`src/rtl/axi_bridge_pkg.sv`:
```
// Shared AXI3 constants and helpers for the core-to-bus master bridge.
package axi_bridge_pkg;

  localparam logic [1:0] RESP_OKAY   = 2'b00;
  localparam logic [1:0] RESP_EXOKAY = 2'b01;
  localparam logic [1:0] RESP_SLVERR = 2'b10;
  localparam logic [1:0] RESP_DECERR = 2'b11;

  localparam logic [1:0] BURST_FIXED = 2'b00;
  localparam logic [1:0] BURST_INCR  = 2'b01;
  localparam logic [1:0] BURST_WRAP  = 2'b10;

  localparam int DEF_IFU_ID = 0;
  localparam int DEF_LSU_ID = 1;

  // AXI size encoding for a full-width beat of dataW bits.
  function automatic logic [2:0] axiSize(input int dataW);
    return 3'($clog2(dataW / 8));
  endfunction

endpackage

```
`src/rtl/axi_req_slot.sv`:
```
// One-entry request register: holds a payload with valid until the bus side handshakes.
module axi_req_slot
  import axi_bridge_pkg::*;
#(
  parameter int W = 32
) (
  input  logic         clk,
  input  logic         rst_n,
  input  logic         load_i,
  input  logic [W-1:0] data_i,
  input  logic         ready_i,
  output logic         valid_o,
  output logic [W-1:0] data_o,
  output logic         free_o
);

  logic         valid_q;
  logic [W-1:0] data_q;

  // A load may overwrite the entry in the same cycle it handshakes.
  always_ff @(posedge clk or negedge rst_n) begin
    if (!rst_n) begin
      valid_q <= 1'b0;
      data_q  <= '0;
    end else if (load_i) begin
      valid_q <= 1'b1;
      data_q  <= data_i;
    end else if (ready_i) begin
      valid_q <= 1'b0;
    end
  end

  assign valid_o = valid_q;
  assign data_o  = data_q;
  assign free_o  = !valid_q || ready_i;

endmodule

```
`src/rtl/axi_master_bridge.sv`:
```
// AXI3 master bridge for the IFU/LSU request ports; define AXI_BRIDGE_IFU_BURST_EN
// for multi-beat aligned fetch bursts with a beat index on inst_beat.
module axi_master_bridge
  import axi_bridge_pkg::*;
#(
  parameter int ADDR_W    = 32,
  parameter int DATA_W    = 32,
  parameter int ID_W      = 4,
  parameter int MAX_OUTST = 4,
  parameter int IFU_ID    = DEF_IFU_ID,
  parameter int LSU_ID    = DEF_LSU_ID,
  parameter int IFU_BEATS = 4
) (
  input  logic                aclk,
  input  logic                aresetn,
  input  logic                inst_req,
  input  logic [ADDR_W-1:0]   inst_addr,
  output logic                inst_addr_ok,
  input  logic                inst_cancel,
  output logic                inst_valid,
  output logic [DATA_W-1:0]   inst_rdata,
  output logic                inst_error,
`ifdef AXI_BRIDGE_IFU_BURST_EN
  output logic [$clog2(IFU_BEATS)-1:0] inst_beat,
`endif
  input  logic                data_req,
  input  logic                data_wr,
  input  logic [ADDR_W-1:0]   data_addr,
  input  logic [DATA_W-1:0]   data_wdata,
  input  logic [DATA_W/8-1:0] data_wstrb,
  output logic                data_addr_ok,
  output logic                data_data_ok,
  output logic [DATA_W-1:0]   data_rdata,
  output logic                data_error,
  output logic [ID_W-1:0]     arid,
  output logic [ADDR_W-1:0]   araddr,
  output logic [3:0]          arlen,
  output logic [2:0]          arsize,
  output logic [1:0]          arburst,
  output logic [1:0]          arlock,
  output logic [3:0]          arcache,
  output logic [2:0]          arprot,
  output logic                arvalid,
  input  logic                arready,
  input  logic [ID_W-1:0]     rid,
  input  logic [DATA_W-1:0]   rdata,
  input  logic [1:0]          rresp,
  input  logic                rlast,
  input  logic                rvalid,
  output logic                rready,
  output logic [ID_W-1:0]     awid,
  output logic [ADDR_W-1:0]   awaddr,
  output logic [3:0]          awlen,
  output logic [2:0]          awsize,
  output logic [1:0]          awburst,
  output logic [1:0]          awlock,
  output logic [3:0]          awcache,
  output logic [2:0]          awprot,
  output logic                awvalid,
  input  logic                awready,
  output logic [ID_W-1:0]     wid,
  output logic [DATA_W-1:0]   wdata,
  output logic [DATA_W/8-1:0] wstrb,
  output logic                wlast,
  output logic                wvalid,
  input  logic                wready,
  input  logic [ID_W-1:0]     bid,
  input  logic [1:0]          bresp,
  input  logic                bvalid,
  output logic                bready
);

  localparam int STRB_W = DATA_W / 8;
  localparam int CNT_W  = $clog2(MAX_OUTST + 1);
  localparam int AR_W   = ID_W + ADDR_W + 4;
  localparam logic [CNT_W-1:0] MAX_CNT = CNT_W'(MAX_OUTST);
  localparam logic [ID_W-1:0]  IFU_ARID = ID_W'(IFU_ID);
  localparam logic [ID_W-1:0]  LSU_XID  = ID_W'(LSU_ID);

  logic [CNT_W-1:0]  ifuCnt_q, ifuCnt_d, lsuRdCnt_q, lsuRdCnt_d;
  logic [CNT_W-1:0]  wrCnt_q, wrCnt_d, dropCnt_q, dropCnt_d;
  logic              arFree, wrSlotsEmpty, lsuRdGo, ifuGo, wrGo;
  logic              ifuBeat, ifuDone, lsuRBeat, lsuBResp;
  logic [ADDR_W-1:0] fetchAddr;
  logic [3:0]        fetchLen;
  logic [AR_W-1:0]   arIn, arOut;
  logic              awFree, wFree;

  // Fetch address/length shaping depends on whether fetches are bursts.
`ifdef AXI_BRIDGE_IFU_BURST_EN
  localparam logic [ADDR_W-1:0] FETCH_MASK = ~(ADDR_W'(IFU_BEATS * STRB_W) - ADDR_W'(1));
  logic [$clog2(IFU_BEATS)-1:0] beat_q, beat_d;

  assign fetchAddr = inst_addr & FETCH_MASK;
  assign fetchLen  = 4'(IFU_BEATS - 1);
  assign beat_d    = rlast ? '0 : beat_q + 1'b1;
  assign inst_beat = beat_q;

  always_ff @(posedge aclk or negedge aresetn) begin
    if (!aresetn)     beat_q <= '0;
    else if (ifuBeat) beat_q <= beat_d;
  end
`else
  assign fetchAddr = inst_addr;
  assign fetchLen  = 4'd0;
`endif

  assign wrSlotsEmpty = !awvalid && !wvalid;
  assign lsuRdGo = data_req && !data_wr && arFree && (lsuRdCnt_q < MAX_CNT)
                   && (wrCnt_q == '0) && wrSlotsEmpty;
  assign ifuGo   = inst_req && !lsuRdGo && arFree && (ifuCnt_q < MAX_CNT) && !inst_cancel;
  assign wrGo    = data_req && data_wr && wrSlotsEmpty && (wrCnt_q < MAX_CNT)
                   && (lsuRdCnt_q == '0);

  assign inst_addr_ok = ifuGo;
  assign data_addr_ok = lsuRdGo || wrGo;

  assign ifuBeat  = rvalid && (rid == IFU_ARID);
  assign ifuDone  = ifuBeat && rlast;
  assign lsuRBeat = rvalid && (rid == LSU_XID);
  assign lsuBResp = bvalid && (bid == LSU_XID);

  // A cancel in the same cycle as a fetch beat also discards that beat.
  assign inst_valid   = ifuBeat && (dropCnt_q == '0) && !inst_cancel;
  assign inst_rdata   = rdata;
  assign inst_error   = inst_valid && (rresp != RESP_OKAY);
  assign data_data_ok = lsuRBeat || lsuBResp;
  assign data_rdata   = rdata;
  assign data_error   = lsuRBeat ? (rresp != RESP_OKAY) : (lsuBResp && (bresp != RESP_OKAY));

  always_comb begin
    ifuCnt_d   = ifuCnt_q + CNT_W'(ifuGo) - CNT_W'(ifuDone);
    lsuRdCnt_d = lsuRdCnt_q + CNT_W'(lsuRdGo) - CNT_W'(lsuRBeat);
    wrCnt_d    = wrCnt_q + CNT_W'(wrGo) - CNT_W'(lsuBResp);
    dropCnt_d  = dropCnt_q;
    if (inst_cancel)                         dropCnt_d = ifuCnt_d;
    else if (ifuDone && dropCnt_q != '0)     dropCnt_d = dropCnt_q - 1'b1;
  end

  always_ff @(posedge aclk or negedge aresetn) begin
    if (!aresetn) begin
      ifuCnt_q   <= '0;
      lsuRdCnt_q <= '0;
      wrCnt_q    <= '0;
      dropCnt_q  <= '0;
    end else begin
      ifuCnt_q   <= ifuCnt_d;
      lsuRdCnt_q <= lsuRdCnt_d;
      wrCnt_q    <= wrCnt_d;
      dropCnt_q  <= dropCnt_d;
    end
  end

  assign arIn = lsuRdGo ? {LSU_XID, data_addr, 4'd0} : {IFU_ARID, fetchAddr, fetchLen};

  axi_req_slot #(.W(AR_W)) arSlot (
    .clk(aclk), .rst_n(aresetn), .load_i(lsuRdGo || ifuGo), .data_i(arIn),
    .ready_i(arready), .valid_o(arvalid), .data_o(arOut), .free_o(arFree)
  );

  axi_req_slot #(.W(ADDR_W)) awSlot (
    .clk(aclk), .rst_n(aresetn), .load_i(wrGo), .data_i(data_addr),
    .ready_i(awready), .valid_o(awvalid), .data_o(awaddr), .free_o(awFree)
  );

  axi_req_slot #(.W(DATA_W + STRB_W)) wSlot (
    .clk(aclk), .rst_n(aresetn), .load_i(wrGo), .data_i({data_wdata, data_wstrb}),
    .ready_i(wready), .valid_o(wvalid), .data_o({wdata, wstrb}), .free_o(wFree)
  );

  assign {arid, araddr, arlen} = arOut;
  assign arsize  = axiSize(DATA_W);
  assign arburst = BURST_INCR;
  assign arlock  = 2'b00;
  assign arcache = 4'b0000;
  assign arprot  = 3'b000;
  assign rready  = 1'b1;

  assign awid    = LSU_XID;
  assign awlen   = 4'd0;
  assign awsize  = axiSize(DATA_W);
  assign awburst = BURST_INCR;
  assign awlock  = 2'b00;
  assign awcache = 4'b0000;
  assign awprot  = 3'b000;
  assign wid     = LSU_XID;
  assign wlast   = 1'b1;
  assign bready  = 1'b1;

  // Slot free flags for AW/W are not used: writes wait for both slots to be fully empty.
  logic unusedFree;
  assign unusedFree = awFree ^ wFree;

endmodule

```
`config.mk`:
```
export PLATFORM = sky130hd
export DESIGN_NAME = axi_master_bridge
export DESIGN_NICKNAME = d
export VERILOG_FILES = /design/src/rtl/axi_bridge_pkg.sv /design/src/rtl/axi_req_slot.sv /design/src/rtl/axi_master_bridge.sv
export SDC_FILE = /design/constraint.sdc
export NUM_CORES = 1
export LEC_CHECK = 0
export CAP_MARGIN = 15
export CORE_AREA = 2 2 149 151
export CTS_CLUSTER_SIZE = 14
export DETAILED_ROUTE_END_ITERATION = 8
export DIE_AREA = 0 0 151 153
export PLACE_DENSITY = 0.68
export SYNTH_ARGS = -nofsm -noshare
export SYNTH_HDL_FRONTEND = slang
export SYNTH_SLANG_ARGS = --single-unit
```
`constraint.sdc`:
```
create_clock -name aclk -period 3.2 [get_ports aclk]
set_input_delay 0.8 -clock aclk [delete_from_list [all_inputs] [get_ports aclk]]
set_output_delay 0.8 -clock aclk [all_outputs]
set_load 0.02 [all_outputs]
```
==> run metrics <==
final hold violations=0; net switching power=2730 uW; CP Capture Type=primary output; Slew HR=50.6%; row count=54; sw frac=33.7%; reg2reg path depth=12; Required @ worst endpoint=2.40 ns; antenna violations before repair=0; Commonest cells post-synth=buf_4, dfrtp_1, mux2_2; Synth area leaders=dfrtp_1, buf_4, mux2_2; worst hold path type=in -> async; Post-Syn Instances=465; fin. max-slew vios=0; WHS=0.466 ns; startpoint types=input pin; clock latency on the worst-skew pair=0.41 ns; grt total ovfl=0; CTS sink count=around 120; area of the multi-input gates=2110 sq um; DR iter-0 viols=185; critical path fanouts, max=2; Comb pwr share=43.3%; layout cells sized above 1=20.7%; number of H-tree levels=4; core box area=between 20000 and 25000 sq um; vias per cell=4.26; clk slew on worst S/H paths=0.06 ns; CTS Buf Count=17; I/O pin cnt=380; top_reg_cell synth=dfrtp_1; Pwr per Cell Area=approximately 950 nW/um^2; Total Die Area=between 20000 and 25000 sq um; Synth Cell Area=5840 sq um; top-area cell type share of the netlist area=49.7%; Clock Power Share=25.2%; count leader, synth=buf_4; first-pass GRT wire length=23700 um; Worst IR Drop VDD=0.335 mV; final period utilization=98.2%; WP data arrival=2.34 ns; TritonRoute pass-1 iters=4; die width=151 um; run status=complete, no violations; largest net degree at the start of global routing=57; number of global-route vias before repair=4111; post-route ant nets=0; clock skew=a little under 0.008 ns; sequential element share of the synthesized area=about half; GRT Overall Usage=13.6%; Int Pwr=5390 uW; antenna cells=0; Reg power frac=about a third; Setup Viol. Count Final=0; worst setup margin=0.0578 ns; met2 GRT Util=21.7%; register bit total from synthesis=116; final critical path time including I/O delays and setup=3.14 ns; Worst Max-Slew Pin Slew=0.741 ns; max cap viols=0; Routed WL=between 15000 and 20000 um; Nets=822; clock root cell=clkbuf_16; final core utilization=39.9%; FMAX=318 MHz; post-DP HPWL=11700 um; clock buffer depth=2; Area Overhead vs Synth=46.9%; Place WS=-0.555 ns; I/O Buffers=233; dominant cell type by area after synthesis=dfrtp_1; GR met1 Demand/Resource=17.4%; Sequential Area=between 2000 and 3000 sq um; RSZ-0062 raised after global routing=false; Starting Density=27.2%; CTS tree=done; met3 Use GR=4.15%; mean post-synth cell area=12.6 sq um; async set-reset flop share out of synthesis=100%; DR vias=4042; Hold Buf Count CTS=0; Yosys warnings=0; RePlAce Congestion=0.718; final setup TNS=0 ns; number of distinct library cells after synthesis=37; number of fill cells in the layout=2075; DRC Markers=0; leakage=0.00399 uW; most used routing layer in global routing=met2; WL/cell=16.8 um; Die H=approximately 150 um; Post-synth EDFFs=0; Crit Path Category=in -> out
[registers in the layout (all words and copies together), names as in the netlist]
register        cells
arSlot.data_o      33
arSlot.valid_o      1
awSlot.data_o      32
lsuRdCnt_q          3
awSlot.valid_o      1
wrCnt_q             3
wSlot.data_o       36
wSlot.valid_o       1
ifuCnt_q            3
dropCnt_q           3
[cell type report]
class | count | area share (%)
Multi-Input combinational cell | 246 | 24.5
Clock inverter | 14 | 2.35
Clock buffer | 18 | 5.00
Tap cell | 280 | 4.08
Timing Repair Buffer | 258 | 29.4
Sequential cell | 116 | 33.8
Inverter | 16 | 0.758
[power groups by stage]
stage / Combinational (uW) / Sequential (uW) / Clock [uW]
6_report: 3520 / 2560 / 2040
4_1_cts: 3570 / 2570 / 2100
3_3_place_gp: 3520 / 2560 / 0
3_5_place_dp: 3570 / 2590 / 0
5_1_grt: 3740 / 2660 / 2170
2_1_floorplan: 1230 / 3290 / 0
[per-layer routing]
| layer | vias to the layer above | part of all wire (%) | wire (um) |
|---|---|---|---|
| met5 | - | 0 | 0 |
| met4 | 0 | 1.3 | 213 |
| met3 | 16 | 8.6 | 1360 |
| met2 | 199 | 47 | 7550 |
| li1 | 1853 | - | - |
| met1 | 1974 | 43 | 6790 |
[metrics by stage]
step	total power, uW	area [sq um]	instances
final	8120	8580	948
after global routing	8570	8580	948
after CTS	8250	8580	948
after detailed placement	6160	7940	916
after global placement	6080	7940	916
after floorplan	4520	6030	513
[repair_timing]
action | in CTS | in global routing
endpoints found under the hold margin | 0 | 0
setup buffers | 0 | 0
pin swaps | 0 | 1
endpoints found under the setup margin | 6 | 5
gates resized for setup | 17 | 8
[cells by family after synthesis]
family	after synthesis	share of synthesized area [%]
AO/OA/AOI/OAI	42	6.45
XOR/XNOR	7	1.05
adder cells (fa/ha/maj)	11	2.74
buffers and inverters	151	17.9
flip-flops	116	49.7
multiplexers	69	14.9
other	2	0.129
AND/OR/NAND/NOR	67	7.07
[critical path: stages]
cell and delay (ns):
clkdlybuf4s50_1 0.44, or4b_4 0.57, nor4_4 0.24, o21a_1 0.15, buf_2 0.15
[layout by cell type (no fill, tap or decap), types with 7 or more instances in the layout]
master / n
mux2_4: 26
clkbuf_16: 17
a221o_1: 32
clkdlybuf4s50_1: 226
conb_1: 50
and3_1: 32
buf_4: 25
inv_1: 15
ha_1: 8
mux2_2: 42
o21ai_0: 7
nand2_1: 9
dfrtp_1: 116
[final timing paths]
check	from	to	slack, ns
worst min-delay path	aresetn	wSlot.data_o[24]	0.47
worst min register to register	arSlot.data_o[36]	arSlot.data_o[36]	0.48
min in group aclk	arSlot.data_o[36]	arSlot.data_o[36]	0.48
worst max register to register	lsuRdCnt_q[2]	wrCnt_q[2]	0.66
worst max-delay path	rid[1]	inst_error	0.06
max in group asynchronous	aresetn	arSlot.data_o[22]	1.99
Note: power is estimated with default switching activity, not from simulation.
